`src/rtl/piso_buf_256b_pkg.sv`:
```
// piso_buf_pkg: shared sizes, FSM state encoding and command codes for the 256 B PISO buffer
package piso_buf_pkg;
  localparam int DEF_WORD_W = 32;
  localparam int DEF_DEPTH = 64;
  localparam logic OP_LOAD = 1'b0;
  localparam logic OP_SHIFT = 1'b1;
  typedef enum logic [2:0] {IDLE, LOAD, PRELOAD, SHIFT, DONE} state_t;
endpackage

```
`src/rtl/piso_buf_256b_if.sv`:
```
// piso_buf_256b_if: load, command and scan-out signals of the PISO buffer
interface piso_buf_256b_if import piso_buf_pkg::*; #(
  parameter int WORD_W = DEF_WORD_W
) ();
  logic [WORD_W-1:0] pin;
  logic pin_val;
  logic pin_rdy;
  logic val_op;
  logic op;
  logic op_ack;
  logic op_commit;
  logic sout;
  logic scaning;
  modport master (
    output pin, pin_val, val_op, op,
    input pin_rdy, op_ack, op_commit, sout, scaning
  );
  modport slave (
    input pin, pin_val, val_op, op,
    output pin_rdy, op_ack, op_commit, sout, scaning
  );
endinterface

```
`src/rtl/piso_buf_256b_mem.sv`:
```
// piso_buf_256b_mem: DEPTH x WORD_W synchronous RAM, one write port, one read port, 1-cycle read latency
module piso_buf_256b_mem import piso_buf_pkg::*; #(
  parameter int WORD_W = DEF_WORD_W,
  parameter int DEPTH = DEF_DEPTH
) (
  input logic clk,
  input logic we,
  input logic [$clog2(DEPTH)-1:0] waddr,
  input logic [WORD_W-1:0] wdata,
  input logic [$clog2(DEPTH)-1:0] raddr,
  output logic [WORD_W-1:0] rdata
);
  logic [WORD_W-1:0] mem [DEPTH];
  always_ff @(posedge clk) begin
    if (we) mem[waddr] <= wdata;
    rdata <= mem[raddr];
  end
endmodule

```
`src/rtl/piso_buf_256b.sv`:
```
// piso_buf_256b: 256 B buffer loaded word-parallel and scanned out bit-serially, LSB of word 0 first
module piso_buf_256b import piso_buf_pkg::*; #(
  parameter int WORD_W = DEF_WORD_W,
  parameter int DEPTH = DEF_DEPTH
) (
  input logic clk,
  input logic reset,
  piso_buf_256b_if.slave bus
);
  localparam int AW = $clog2(DEPTH);
  localparam int BW = $clog2(WORD_W);
  localparam logic [AW-1:0] LAST_W = AW'(DEPTH - 1);
  localparam logic [BW-1:0] LAST_B = BW'(WORD_W - 1);
  state_t state;
  logic [AW-1:0] waddr, raddr, rd_addr;
  logic [BW-1:0] bcnt;
  logic [WORD_W-1:0] sreg, rdata;
  logic we, pin_rdy, op_ack, op_commit, scaning;
  assign we = pin_rdy & bus.pin_val;
  // raddr tracks the word in sreg; the RAM always fetches the next one so reloads have no gap
  assign rd_addr = (state == IDLE) ? '0 : raddr + AW'(1);
  assign bus.pin_rdy = pin_rdy;
  assign bus.op_ack = op_ack;
  assign bus.op_commit = op_commit;
  assign bus.scaning = scaning;
  assign bus.sout = scaning & sreg[0];
  piso_buf_256b_mem #(.WORD_W(WORD_W), .DEPTH(DEPTH)) u_mem (
    .clk(clk),
    .we(we),
    .waddr(waddr),
    .wdata(bus.pin),
    .raddr(rd_addr),
    .rdata(rdata)
  );
  always_ff @(posedge clk)
    if (!reset) begin
      state <= IDLE;
      waddr <= '0;
      raddr <= '0;
      bcnt <= '0;
      sreg <= '0;
      pin_rdy <= 1'b0;
      op_ack <= 1'b0;
      op_commit <= 1'b0;
      scaning <= 1'b0;
    end else
      case (state)
        IDLE: begin
          op_ack <= 1'b1;
          if (bus.val_op && op_ack) begin
            op_ack <= 1'b0;
            if (bus.op == OP_SHIFT) begin
              raddr <= '0;
              bcnt <= '0;
              state <= PRELOAD;
            end else begin
              waddr <= '0;
              pin_rdy <= 1'b1;
              state <= LOAD;
            end
          end
        end
        LOAD:
          if (bus.pin_val) begin
            waddr <= waddr + AW'(1);
            if (waddr == LAST_W) begin
              pin_rdy <= 1'b0;
              op_commit <= 1'b1;
              state <= DONE;
            end
          end
        PRELOAD: begin
          sreg <= rdata;
          scaning <= 1'b1;
          state <= SHIFT;
        end
        SHIFT: begin
          bcnt <= bcnt + BW'(1);
          sreg <= (bcnt == LAST_B) ? rdata : sreg >> 1;
          if (bcnt == LAST_B) raddr <= raddr + AW'(1);
          if (bcnt == LAST_B && raddr == LAST_W) begin
            scaning <= 1'b0;
            op_commit <= 1'b1;
            state <= DONE;
          end
        end
        DONE: begin
          op_commit <= 1'b0;
          op_ack <= 1'b1;
          state <= IDLE;
        end
        default: state <= IDLE;
      endcase
endmodule

```
`src/flat_wrapper.sv`:
```
// flat-port wrapper written by rule: the top's interface ports become plain ports
module piso_buf_256b_flat import piso_buf_pkg::*;
#(
  parameter int WORD_W = DEF_WORD_W,
  parameter int DEPTH = DEF_DEPTH
)
  (clk, reset, bus_pin, bus_pin_val, bus_val_op, bus_op, bus_pin_rdy, bus_op_ack, bus_op_commit, bus_sout, bus_scaning);
  piso_buf_256b_if #(.WORD_W(WORD_W)) bus_i ();
  input logic clk;
  input logic reset;
  input wire logic [$bits(bus_i.pin)-1:0] bus_pin;
  input wire logic [$bits(bus_i.pin_val)-1:0] bus_pin_val;
  input wire logic [$bits(bus_i.val_op)-1:0] bus_val_op;
  input wire logic [$bits(bus_i.op)-1:0] bus_op;
  output wire logic [$bits(bus_i.pin_rdy)-1:0] bus_pin_rdy;
  output wire logic [$bits(bus_i.op_ack)-1:0] bus_op_ack;
  output wire logic [$bits(bus_i.op_commit)-1:0] bus_op_commit;
  output wire logic [$bits(bus_i.sout)-1:0] bus_sout;
  output wire logic [$bits(bus_i.scaning)-1:0] bus_scaning;
  assign bus_i.pin = bus_pin;
  assign bus_i.pin_val = bus_pin_val;
  assign bus_i.val_op = bus_val_op;
  assign bus_i.op = bus_op;
  assign bus_pin_rdy = bus_i.pin_rdy;
  assign bus_op_ack = bus_i.op_ack;
  assign bus_op_commit = bus_i.op_commit;
  assign bus_sout = bus_i.sout;
  assign bus_scaning = bus_i.scaning;
  piso_buf_256b #(.WORD_W(WORD_W), .DEPTH(DEPTH)) u_core (.clk(clk), .reset(reset), .bus(bus_i));
endmodule
```
`config.mk`:
```
export PLATFORM = sky130hd
export DESIGN_NAME = piso_buf_256b_flat
export DESIGN_NICKNAME = d
export VERILOG_FILES = /design/src/rtl/piso_buf_256b_pkg.sv /design/src/rtl/piso_buf_256b_if.sv /design/src/rtl/piso_buf_256b_mem.sv /design/src/rtl/piso_buf_256b.sv /design/src/flat_wrapper.sv
export SDC_FILE = /design/constraint.sdc
export NUM_CORES = 2
export LEC_CHECK = 0
export CAP_MARGIN = 10
export CORE_AREA = 3 3 435 437
export CTS_CLUSTER_SIZE = 30
export DETAILED_ROUTE_END_ITERATION = 10
export DIE_AREA = 0 0 438 440
export PLACE_DENSITY_LB_ADDON = 0.12
export SETUP_SLACK_MARGIN = 0.02
export SYNTH_ARGS = -nofsm -noshare
export SYNTH_HDL_FRONTEND = slang
export SYNTH_SLANG_ARGS = --single-unit
```
`constraint.sdc`:
```
create_clock -name clk -period 3.8 [get_ports clk]
set_input_delay 0.76 -clock clk [delete_from_list [all_inputs] [get_ports clk]]
set_output_delay 0.76 -clock clk [all_outputs]
set_load 0.03 [all_outputs]
```
# Word-level counts from Yosys, hierarchy flattened
# Memories as Yosys holds them, arrays and structs flattened. A register that Yosys moved wholly into a read port is not among the register bits.
# Index checks and enable logic that the tools add are counted.
# word_totals
register_bits	56
ram_bits	2048
inputBits	37
out_inout_bits	5
memories	1
# classes
n_addsub	3
n_eq_ne	14
muxes	35
bitwise_logic	2
reduce_logical	15
# mem_list
name	depth	width	read_ports	rd_ports_with_merged_regs	wr	line_no	rtl
u_core.u_mem.mem	64	32	1	1	1	piso_buf_256b_mem.sv:13	logic [WORD_W-1:0] mem [DEPTH];
# op_table
op	count
$pmux W32 S2	1
$mux W6	7
$mux W32	1
$pmux W6 S2	2
$reduce_and A4 Y1	4
$add A6 B1 Y6 const B	2
$eq A6 B6 Y1 const B	2
$mux W3	4
$pmux W3 S4	1
$mux W1	11
$mux W5	2
$pmux W5 S2	1
$ne A2 B2 Y1 const B	4
$reduce_bool A2 Y1	4
$eq A3 B2 Y1 const B	2
$ne A2 B1 Y1 const B	3
$pmux W1 S2	3
$add A5 B1 Y5 const B	1
$eq A5 B5 Y1 const B	1
$reduce_and A5 Y1	1
$eq A3 B1 Y1 const B	1
$eq A3 B3 Y1 const B	1
$logic_not A3 Y1	1
$pmux W1 S3	1
other kinds (6)	8

# Depth between registers and ports, before layout
# depth
ltp_word	4
depth_mapped	12
ltp_nobuf	8

# Cells and area by module
# Synthesis repeated with hierarchy kept, for this count alone.
# hier_totals
cells_unflattened	3613
area_unflattened_um2	81179.1
# modules_own_cells
mod	instances	cells_per_inst	area_per_inst_um2	seq_area_each_um2
piso_buf_256b_mem	1	3324	78515.3	62139.6
piso_buf_256b	1	289	2663.8	1121.1

# Worst setup path after synthesis
# OpenSTA, ideal clock, no wires.
# synth_path
path_kind	input port to flip-flop
startpoint	input bus_pin_val
endpoint	memory u_core.u_mem.mem[48][0] (netlist name), enable pin
setup_ns	0.425
arrival_time_ns	2.835
t_required_ns	3.375
slack_ns	0.540
cell_stages	4
path_buffers	1
cell_sequence	and2_1 > buf_1 > nand4b_1 > nor2b_1
# synth_via
elab_chain_cells	3
# synth_rtl
element	line_no	rtl
start: declaration	flat_wrapper.sv:12	input wire logic [$bits(bus_i.pin_val)-1:0] bus_pin_val;
$and A1 B1 Y1	piso_buf_256b.sv:19	assign we = pin_rdy & bus.pin_val;
$mux W1	piso_buf_256b_mem.sv:15	if (we) mem[waddr] <= wdata;
$mux W1 (not written as such)	piso_buf_256b_mem.sv:15	
end: declaration	piso_buf_256b_mem.sv:13	
# Every way passes these cells.

# Worst setup path after layout
# layout_path
startpoint	register u_core.state[2]
endpoint	register u_core.u_mem.rdata[4], read port of u_core.u_mem.mem
# layout_via
elab_chain_cells	2
# layout_rtl
element	line_no	rtl
start: declaration	piso_buf_256b.sv:14	state_t state;
start signal: assignment	piso_buf_256b.sv:37	state <= IDLE;
start signal: assignment	piso_buf_256b.sv:55	state <= PRELOAD;
start signal: assignment	piso_buf_256b.sv:59	state <= LOAD;
$logic_not A3 Y1	piso_buf_256b.sv:21	assign rd_addr = (state == IDLE) ? '0 : raddr + AW'(1);
$mux W6	piso_buf_256b.sv:21	
end: declaration	piso_buf_256b_mem.sv:11	output logic [WORD_W-1:0] rdata
# Every way passes these cells.
# A chain may end at the register's enable or synchronous reset.

==> flow_summary.yaml <==
synthesis:
  synth.most_common_cell: "edfxtp_1"
  ys_seq_area_frac: 0.759
  synth_commonest_cells: "edfxtp_1, nand2_1, mux2i_1"
  synthArstFlopShare: 0
  synth_mux_area_frac: 0.0652
  synth_compound_area_frac: 0.111
  synth_area_um2: 83400
  synthXorXnorAreaFrac: 0.00144
  synth_top_area_frac: 0.738
  syn_avg_cell_area_um2: 16.0
  yosys.area.top_type: "edfxtp_1"
  synth_top_family_by_area: "compound AO/OA/AOI/OAI gates"
  synth_seq_cells: 2136
  yosys.cell_types.count: 68
  synthCells: 5214
  syn_nets: 5255
  synthAdderAreaFrac: 0.000600
  synth.area.top_cells: "edfxtp_1, mux2i_1, nand2_1, dfxtp_1, a21oi_1"
  synthSimpleGateAreaFrac: 0.0438
  ys_warn_count: 0
  synth_edf_count: 2048
  synth_ff_type: "edfxtp_1"
sta:
  tightest_slew_ps: 1270
  setup_violations: 0
  hold_viol_final: 0
  slew_violations: 0
  rsz0062_at_grt: "no"
  hold_ws_ps: 358
  fin_skew_ps: 36.3
  finalCritPeriodShare: 0.977
  period_needed_ps: 3710
  fmax_ghz: 0.269
  relSlewSlack: 0.145
worst_setup_path:
  arrival_ps: 4390
  rr_startpoint: "u_core.state[2]$_SDFFE_PN0P_"
  start_kind: "flop"
  end_kind: "flop"
  r2r_setup_slack_ps: 90
  worstSetupPathType: "reg -> reg"
  cp.required_ps: 4480
  ff2ff_path_depth: 8
  worst-path-max-fanout: 14
  worstReg2RegEnd: "u_core.u_mem.rdata[4]$_DFF_P_"
power:
  leakagePower_nw: 30.3
  p_per_area_nw_per_um2: 573
  ir_worst_vdd_mv: 0.478
cts:
  cts_tree: "built"
  cts_max_path_buffers: 3
  numClockSinks: 2136
  clk_latency_ps: 860
  root_buffer: "clkbuf_16"
  clk_pin_slew_ps: 60
  cts-htree-levels: 4
  post_cts_buffers: 0
  cts_buffers: 219
  cts_hold_buf: 0
final_layout:
  drive_gt1_frac: 0.160
  finish.instance_area_um2: 96800
  syn_to_final_growth_pct: 16.1
  fillers: 15266
  nNetsFinal: 5499
  regArea_um2: 63300
  stdcell_count: 8126
  multi_input_area_um2: 19300
min_path:
  hold_class: "in -> reg"
  hold-path-endpoint: "u_core.u_mem.mem[24][29]$_DFFE_PP_"
  min-delay-start: "bus_pin[29]"
  whs_path_depth: 1
grt:
  gr-usage-all-layers: 0.277
  antenna_found_initial: 14
  grt_pass1_vias: 48766
  grt_max_degree: 99
  grt_overflow: 0
  grt_pass1_wl_um: 380000
placed_design:
  hpwl_um: 161000
  place_inst: 7717
  gp_congestion: 0.866
  place.port_buffers: 41
  postPlaceCellArea_um2: 89800
die:
  die-area_um2: 193000
  ios: 42
  fp.dieW_um: 438
  rows: 158
  start_util: 0.450
  dieHeight_um: 440
  coreArea_um2: 185000
detailed_routing:
  ant_nets: 0
  routed_wl_um: 270000
  route.vias.total: 50933
  drc: 0
  dr.pass1.iters: 5
  wl_per_cell_um: 33.3
  via_per_inst: 6.27
  drt-initial-drc-count: 6565
outcome:
  status: "finished clean"
flow_run:
  drv_cap: 0
[flip-flops by register name (all words and copies together) (netlist names)]
name,cells
u_core.state,3
u_core.bus.scaning,1
u_core.bcnt,5
u_core.bus.op_commit,1
u_core.u_mem.mem,2048
u_core.u_mem.rdata,32
u_core.raddr,6
u_core.bus.pin_rdy,1
u_core.waddr,6
u_core.bus.op_ack,1
u_core.sreg,32
[cells by family (layout without fill, tap and decap cells)]
group	Yosys count	in the layout
AO/OA/AOI/OAI	1304	1304
XOR/XNOR	12	12
adder cells (fa/ha/maj)	4	4
buffers and inverters	380	808
flip-flops	2136	2136
multiplexers	504	504
other	0	4
AND/OR/NAND/NOR	874	874
[per-layer routing]
layer / vias to the layer above / global-route usage / part of all wire
met1: 26478 / 0.401 / 0.42
met4: 2 / 0.0695 / 0.023
met3: 394 / 0.0472 / 0.092
li1: 21413 / - / -
met5: - / 0 / 0.000048
met2: 2646 / 0.437 / 0.47
[cells in the final DEF, fill, tap and decap left out, types with 39 or more instances in the layout]
| cell | count |
|---|---|
| a221oi_1 | 97 |
| edfxtp_1 | 2048 |
| buf_4 | 262 |
| o221ai_1 | 134 |
| clkinv_1 | 63 |
| dfxtp_1 | 87 |
| o211ai_1 | 56 |
| nor2_1 | 85 |
| clkbuf_16 | 222 |
| nand3_1 | 118 |
| a21oi_1 | 310 |
| buf_12 | 97 |
| a211oi_1 | 73 |
| mux2i_1 | 417 |
| nor2_4 | 74 |
| a31oi_1 | 39 |
| o2bb2ai_1 | 66 |
| clkbuf_1 | 41 |
| nand2_1 | 500 |
| mux2_2 | 62 |
| o21ai_0 | 201 |
[stage by stage]
stage          power [mW]  setup TNS (ps)  utilization  setup WS [ps]
5_1_grt              57.0               0        0.522           33.9
2_1_floorplan        30.5               0            -            540
4_1_cts              55.6               0        0.522           61.8
3_3_place_gp         34.8            -206        0.484           -206
3_5_place_dp         34.9               0        0.484           59.0
6_report             55.5               0        0.522           86.2
[worst max-delay path, stage by stage (launching register included)]
cell and delay, ps:
dfxtp_1 690, nor3_2 150, buf_12 200, nor2_4 600, o21ai_0 220, a21oi_1 210
a211oi_1 130, o311ai_0 1090, o31ai_1 200
[area by class of cell]
| cell class | count | share of cell area |
|---|---|---|
| Antenna cell | 4 | 0.000103 |
| Sequential cell | 2136 | 0.654 |
| Inverter | 4 | 0.000194 |
| Tap cell | 2480 | 0.0321 |
| Clock buffer | 269 | 0.0598 |
| Clock inverter | 136 | 0.0120 |
| Multi-Input combinational cell | 2698 | 0.199 |
| Timing Repair Buffer | 399 | 0.0429 |
[how the worst max path moves through the flow]
stage,cells after the start,slack (ps),to,startpoint
after floorplan,4,540,u_core.u_mem.mem[48][0]$_DFFE_PP_,bus_pin_val
after global placement,7,-210,u_core.u_mem.rdata[1]$_DFF_P_,u_core.state[2]$_SDFFE_PN0P_
after detailed placement,9,60,u_core.u_mem.rdata[18]$_DFF_P_,u_core.raddr[0]$_SDFFE_PN0P_
after CTS,9,60,u_core.u_mem.rdata[27]$_DFF_P_,u_core.raddr[0]$_SDFFE_PN0P_
after global routing,9,30,u_core.u_mem.rdata[12]$_DFF_P_,u_core.state[2]$_SDFFE_PN0P_
final,8,90,u_core.u_mem.rdata[4]$_DFF_P_,u_core.state[2]$_SDFFE_PN0P_
[power breakdown]
part / switching [mW] / internal, mW
combinational: 5.71 / 2.45
clock: 9.08 / 11.9
sequential: 0.290 / 26.1
[what timing repair did]
action | 4_1_cts | 5_1_grt
gates resized for setup | 1 | 1
pin swaps | 0 | 0
setup endpoints to repair | 1 | 1
hold endpoints to repair | 0 | 0
(Power assumes the default switching activity.)
